[src/rtl/regfile_pkg.sv]
// Shared register-file writeback types: widths, source IDs and the staged write payload.
package regfile_pkg;

    localparam int unsigned RF_DATA_W = 8;
    localparam int unsigned RF_ADDR_W = 3;
    localparam int unsigned RF_CNT_W  = 8;

    localparam logic SRC_ALU = 1'b0;
    localparam logic SRC_MEM = 1'b1;

    typedef struct packed {
        logic                 we;
        logic [RF_ADDR_W-1:0] addr;
        logic [RF_DATA_W-1:0] data;
    } rf_wr_t;

endpackage

[src/rtl/rf_write_arbiter_if.sv]
// Writeback request channels (ALU and memory load) with per-source valid/ready.
interface rf_write_arbiter_if
    import regfile_pkg::*;
#(
    parameter int unsigned DATA_W = RF_DATA_W,
    parameter int unsigned ADDR_W = RF_ADDR_W
);
    logic              alu_valid;
    logic [ADDR_W-1:0] alu_rd;
    logic [DATA_W-1:0] alu_data;
    logic              alu_ready;
    logic              mem_valid;
    logic [ADDR_W-1:0] mem_rd;
    logic [DATA_W-1:0] mem_data;
    logic              mem_ready;

    modport master (
        output alu_valid, alu_rd, alu_data, mem_valid, mem_rd, mem_data,
        input  alu_ready, mem_ready
    );

    modport slave (
        input  alu_valid, alu_rd, alu_data, mem_valid, mem_rd, mem_data,
        output alu_ready, mem_ready
    );
endinterface

[src/rtl/rr_arb2.sv]
// Two-request round-robin arbiter; the pointer moves to the loser after every grant.
module rr_arb2
    import regfile_pkg::*;
(
    input  logic       clk,
    input  logic       rst_n,
    input  logic [1:0] req,
    input  logic       en,
    output logic [1:0] gnt,
    output logic       ptr
);
    logic r_ptr;

    // Contention resolved by the pointer; a lone request always wins.
    always_comb begin
        gnt = 2'b00;
        if (en) begin
            if (req == 2'b11) begin
                gnt = (r_ptr == SRC_MEM) ? 2'b10 : 2'b01;
            end else begin
                gnt = req;
            end
        end
    end

    always_ff @(posedge clk or negedge rst_n) begin
        if (!rst_n) begin
            r_ptr <= SRC_ALU;
        end else if (|gnt) begin
            r_ptr <= gnt[0] ? SRC_MEM : SRC_ALU;
        end
    end

    assign ptr = r_ptr;

endmodule

[src/rtl/rf_write_arbiter.sv]
// Shares the register-file write port between ALU and load writeback through
// a round-robin grant and a single staging register.
module rf_write_arbiter
    import regfile_pkg::*;
#(
    parameter int unsigned DATA_W = RF_DATA_W,
    parameter int unsigned ADDR_W = RF_ADDR_W,
    parameter int unsigned CNT_W  = RF_CNT_W
)(
    input  logic                    clk,
    input  logic                    rst_n,
    input  logic                    stall,
    rf_write_arbiter_if.slave       wb,
    output logic                    rf_we,
    output logic [ADDR_W-1:0]       rf_waddr,
    output logic [DATA_W-1:0]       rf_wdata,
    output logic [(1<<ADDR_W)-1:0]  pending_mask,
    output logic                    last_grant,
    output logic [CNT_W-1:0]        conflict_cnt
);
    localparam int unsigned NREG = 1 << ADDR_W;

    logic [1:0]        w_gnt;
    logic              w_ptr;
    logic              w_accept;
    logic              w_both;
    logic [ADDR_W-1:0] w_sel_addr;
    logic [DATA_W-1:0] w_sel_data;

    rf_wr_t            r_stage;
    logic [NREG-1:0]   r_pend;
    logic              r_last;
    logic [CNT_W-1:0]  r_cnt;

    // Reset also gates the arbiter so nothing is accepted while rst_n is low.
    rr_arb2 u_arb (
        .clk   (clk),
        .rst_n (rst_n),
        .req   ({wb.mem_valid, wb.alu_valid}),
        .en    (!stall && rst_n),
        .gnt   (w_gnt),
        .ptr   (w_ptr)
    );

    assign wb.alu_ready = w_gnt[0];
    assign wb.mem_ready = w_gnt[1];
    assign w_accept     = |w_gnt;
    assign w_both       = wb.alu_valid && wb.mem_valid && !stall;
    assign w_sel_addr   = w_gnt[1] ? wb.mem_rd   : wb.alu_rd;
    assign w_sel_data   = w_gnt[1] ? wb.mem_data : wb.alu_data;

    // Staging register: address/data hold their last value when idle.
    always_ff @(posedge clk or negedge rst_n) begin
        if (!rst_n) begin
            r_stage <= '0;
            r_pend  <= '0;
            r_last  <= SRC_ALU;
        end else begin
            r_stage.we <= w_accept;
            r_pend     <= '0;
            if (w_accept) begin
                r_stage.addr       <= RF_ADDR_W'(w_sel_addr);
                r_stage.data       <= RF_DATA_W'(w_sel_data);
                r_pend[w_sel_addr] <= 1'b1;
                r_last             <= w_gnt[1];
            end
        end
    end

    // Saturating count of contended, unstalled cycles.
    always_ff @(posedge clk or negedge rst_n) begin
        if (!rst_n) begin
            r_cnt <= '0;
        end else if (w_both && (r_cnt != '1)) begin
            r_cnt <= r_cnt + CNT_W'(1);
        end
    end

    // One cycle after any accept the pointer must name the source that lost.
    always_ff @(posedge clk) begin
        if (rst_n && r_stage.we) begin
            assert (w_ptr != r_last);
        end
    end

    assign rf_we        = r_stage.we;
    assign rf_waddr     = ADDR_W'(r_stage.addr);
    assign rf_wdata     = DATA_W'(r_stage.data);
    assign pending_mask = r_pend;
    assign last_grant   = r_last;
    assign conflict_cnt = r_cnt;

endmodule
[src/flat_wrapper.sv]
// flat-port wrapper written by rule: the top's interface ports become plain ports
module rf_write_arbiter_flat import regfile_pkg::*;
#(
    parameter int unsigned DATA_W = RF_DATA_W,
    parameter int unsigned ADDR_W = RF_ADDR_W,
    parameter int unsigned CNT_W  = RF_CNT_W
)
  (clk, rst_n, stall, rf_we, rf_waddr, rf_wdata, pending_mask, last_grant, conflict_cnt, wb_alu_valid, wb_alu_rd, wb_alu_data, wb_mem_valid, wb_mem_rd, wb_mem_data, wb_alu_ready, wb_mem_ready);
  rf_write_arbiter_if #(.DATA_W(DATA_W), .ADDR_W(ADDR_W)) wb_i ();
  input  logic clk;
  input  logic rst_n;
  input  logic stall;
  output logic rf_we;
  output logic [ADDR_W-1:0] rf_waddr;
  output logic [DATA_W-1:0] rf_wdata;
  output logic [(1<<ADDR_W)-1:0] pending_mask;
  output logic last_grant;
  output logic [CNT_W-1:0] conflict_cnt;
  input wire logic [$bits(wb_i.alu_valid)-1:0] wb_alu_valid;
  input wire logic [$bits(wb_i.alu_rd)-1:0] wb_alu_rd;
  input wire logic [$bits(wb_i.alu_data)-1:0] wb_alu_data;
  input wire logic [$bits(wb_i.mem_valid)-1:0] wb_mem_valid;
  input wire logic [$bits(wb_i.mem_rd)-1:0] wb_mem_rd;
  input wire logic [$bits(wb_i.mem_data)-1:0] wb_mem_data;
  output wire logic [$bits(wb_i.alu_ready)-1:0] wb_alu_ready;
  output wire logic [$bits(wb_i.mem_ready)-1:0] wb_mem_ready;
  assign wb_i.alu_valid = wb_alu_valid;
  assign wb_i.alu_rd = wb_alu_rd;
  assign wb_i.alu_data = wb_alu_data;
  assign wb_i.mem_valid = wb_mem_valid;
  assign wb_i.mem_rd = wb_mem_rd;
  assign wb_i.mem_data = wb_mem_data;
  assign wb_alu_ready = wb_i.alu_ready;
  assign wb_mem_ready = wb_i.mem_ready;
  rf_write_arbiter #(.DATA_W(DATA_W), .ADDR_W(ADDR_W), .CNT_W(CNT_W)) u_core (.clk(clk), .rst_n(rst_n), .stall(stall), .wb(wb_i), .rf_we(rf_we), .rf_waddr(rf_waddr), .rf_wdata(rf_wdata), .pending_mask(pending_mask), .last_grant(last_grant), .conflict_cnt(conflict_cnt));
endmodule
[config.mk]
export PLATFORM = sky130hd
export DESIGN_NAME = rf_write_arbiter_flat
export DESIGN_NICKNAME = d
export VERILOG_FILES = /design/src/rtl/regfile_pkg.sv /design/src/rtl/rf_write_arbiter_if.sv /design/src/rtl/rr_arb2.sv /design/src/rtl/rf_write_arbiter.sv /design/src/flat_wrapper.sv
export SDC_FILE = /design/constraint.sdc
export NUM_CORES = 1
export LEC_CHECK = 0
export CORE_MARGIN = 1
export CORE_UTILIZATION = 35
export CTS_CLUSTER_SIZE = 10
export DETAILED_ROUTE_END_ITERATION = 6
export PLACE_DENSITY = 0.79
export SLEW_MARGIN = 5
export SYNTH_ARGS = -nofsm -noshare
export SYNTH_HDL_FRONTEND = slang
export SYNTH_HIERARCHICAL = 1
export SYNTH_SLANG_ARGS = --single-unit
[constraint.sdc]
create_clock -name clk -period 2 [get_ports clk]
set_input_delay 0.5 -clock clk [delete_from_list [all_inputs] [get_ports clk]]
set_output_delay 0.5 -clock clk [all_outputs]
set_load 0.005 [all_outputs]
==> summary.md <==
| Metric | Value |
|---|---|
| Share of layout cells above drive strength 1 | 0.180 |
| Core region area | 3740 µm² |
| Predominant post-synthesis flop cell | dfrtp_1 |
| Routed length per instance | between 10 and 15 µm |
| P per Cell Area | 894 nW/µm² |
| Max IR drop VDD | ~390 µV |
| Arr. time, crit path | between 1 and 1.5 ns |
| Relative slew slack | 0.748 |
| CTS tree | yes |
| Fill cells | 334 |
| Syn_nets | between 150 and 200 |
| IO Pins | 58 |
| Worst-Margin Slew | between 0.3 and 0.4 ns |
| Hold WC Path Type | input pin to async pin |
| Initial DRT Pass Iterations | 4 |
| Final Hold Fails | 0 |
| Area contributors post-synth | dfrtp_1 (53%), mux2i_1 (7.8%), nand2_1 (4.5%), o21ai_0 (3.6%), nor2_1 (2.9%) |
| Critical path type | input pin to primary output |
| # diodes | 0 |
| Most frequent cells in the layout | clkdlybuf4s50_1 (53), dfrtp_1 (30), nand2_1 (16) |
| Reg2reg setup slack | roughly 0.45 ns |
| Max-slew violations | 0 |
| Fmax | roughly 520 MHz |
| Clk sinks | 30 |
| DP HPWL | roughly 2600 µm |
| Final #Nets | 221 |
| Max-cap violation count | 0 |
| Cell Area, Placed | between 2000 and 2500 µm² |
| Mapped Area | around 1400 µm² |
| Root Driver | clkbuf_8 |
| Total GRT Usage | 0.178 |
| Clock transition at the registers of the reported paths | ~0.07 ns |
| Launch instance of the worst register-to-register path | u_core/conflict_cnt[0] |
| Synth Instances | between 100 and 150 |
| Remaining DRCs | 0 |
| Layout area overhead | 56.5% |
| R2R cell count | 4 |
| Endpoints failing setup | 0 |
| Final Cycle Share | 0.958 |
| Status | completed |
| Die ar. | approximately 4300 µm² |
| Yosys top cell by area | dfrtp_1 |
| Syn Area/Cell | roughly 11 µm² |
| Die width | 65.3 µm |
| Setup TNS | 0 ns |
| Final min period | ~1.9 ns |
| Synth top area share | 0.535 |
| Row count | 22 |
| First DRT Iteration DRCs | a little over 80 |
| Reg2Reg Capture Point | u_core/conflict_cnt[6] |
| Unrepaired setup endpoints after global routing | false |
| Initial antenna violation count | 0 |
| Via count | between 1000 and 1500 |
| Hold-fix buffer count after cts | 0 |
| Setup ws final | 0.0836 ns |
| First-pass GRT wire length | 5690 µm |
| CP endpoint kind | primary output |
| Clk_skew | slightly below 0.005 ns |
| Max H-tree Level | 2 |
| Leakage power | around 0.00093 µW |
| Die Y | around 65 µm |
| Power Total | around 2000 µW |
| Clk_lat worst skew | ~0.27 ns |
| TritonCTS Buffers | 5 |
| Vias per cell | roughly 5 |
| WL final | roughly 3500 µm |
| Number of synthesized flops with an enable pin | 0 |
| Design area | approximately 2200 µm² |
| Clock buffer depth | 2 |
| Netlist cell types | 39 |
| Largest net degree at the start of global routing | 32 |
| Area of the multi-input gates | ~640 µm² |
| CP max FO | 3 |
| Number of synthesized register bits | 30 |
| Register area share after synthesis | 0.535 |
| Synth Warn # | 6 |
| Async set-reset flop share out of synthesis | 1.00 |
| Gr ovfl total | 0 |
| Post-placement worst setup slack | -0.477 ns |
| RD Place Congestion | 0.822 |
| CP required | about 1.5 ns |
| Worst setup SP type | input pin |
| Commonest non-fill, non-tap cell in the layout | clkdlybuf4s50_1 |
| Initial Util | 0.375 |
| Number of global-route vias before repair | between 1000 and 1500 |
| Port bufs | 57 |
| Post-DRT Antenna Nets | 0 |
| Storage cell area | around 750 µm² |
[timing repair]
action | CTS | global route
setup endpoints to repair | 9 | 4
setup buffers | 1 | 0
gates resized for setup | 13 | 2
[cell type report]
cell class | count | share of cell area
tap | 48 | 0.0273
inverter | 4 | 0.00683
multi-input combinational | 87 | 0.291
clock buffer | 8 | 0.0501
timing repair buffer | 65 | 0.283
sequential | 30 | 0.342
[state kept, by name, indices dropped and copies added (netlist names)]
signal,flops
u_core/pending_mask,8
u_core/rf_wdata,8
u_core/conflict_cnt,8
u_core/last_grant,1
u_core/u_arb/ptr,1
u_core/rf_waddr,3
u_core/rf_we,1
[worst max-delay path by stage]
| stage | start | end | slack [ns] |
|---|---|---|---|
| 3_5_place_dp | rst_n | wb_alu_ready | -0.48 |
| 3_3_place_gp | rst_n | wb_alu_ready | -0.49 |
| 2_1_floorplan | rst_n | u_core/rf_waddr[1] | 0.23 |
| 6_report | wb_mem_valid | wb_mem_ready | 0.08 |
| 4_1_cts | wb_mem_valid | u_core/pending_mask[3] | 0.02 |
| 5_1_grt | wb_mem_valid | wb_mem_ready | 0.05 |
[power breakdown]
part / switching [µW] / internal (µW) / total (µW) / leakage [µW]
combinational: 201 / 357 / 557 / 0.000494
clock: 217 / 347 / 564 / 0.0000575
sequential: 116 / 727 / 843 / 0.000383
total: 533 / 1430 / 1960 / 0.000935
[Yosys cell counts (2+ instances only)]
library cell	instances
dfrtp_1	30
nand2_1	17
mux2i_1	11
nor2_1	11
o21ai_0	10
a21oi_1	4
inv_1	4
nor2b_1	3
xor2_1	3
a21oi_2	2
a32oi_1	2
[per-stage QoR]
| stage | utilization | instances | hold WS [ns] |
|---|---|---|---|
| after floorplan | - | 125 | 0.204 |
| after global placement | 0.554 | 233 | 0.472 |
| after detailed placement | 0.554 | 233 | 0.475 |
| after CTS | 0.585 | 242 | 0.395 |
| after global routing | 0.587 | 242 | 0.416 |
| final | 0.587 | 242 | 0.375 |
[worst max-delay path: stages]
cell	delay [ns]
clkdlybuf4s50_1	0.53
nand2_1	0.08
a21oi_2	0.16
buf_2	0.14
[logic make-up (layout without fill, tap and decap cells)]
| family | after synthesis | in the layout | share of synthesized area |
|---|---|---|---|
| DFF | 30 | 30 | 0.535 |
| muxes | 14 | 14 | 0.105 |
| and+or+nand+nor | 43 | 43 | 0.173 |
| AOI/OAI and AO/OA | 25 | 25 | 0.128 |
| buffers and inverters | 8 | 77 | 0.0249 |
| xor gates and xnor gates | 4 | 4 | 0.0250 |
| adders and majority gates | 1 | 1 | 0.00891 |
[layer usage]
metal  track usage  vias up  share of wire
met4        0.0707        0          0.016
met1         0.201      598           0.40
li1              -      570              -
met5             0        -              0
met2         0.317       45           0.54
met3        0.0469        7          0.048
No activity file was read; power rests on OpenSTA's default activity.
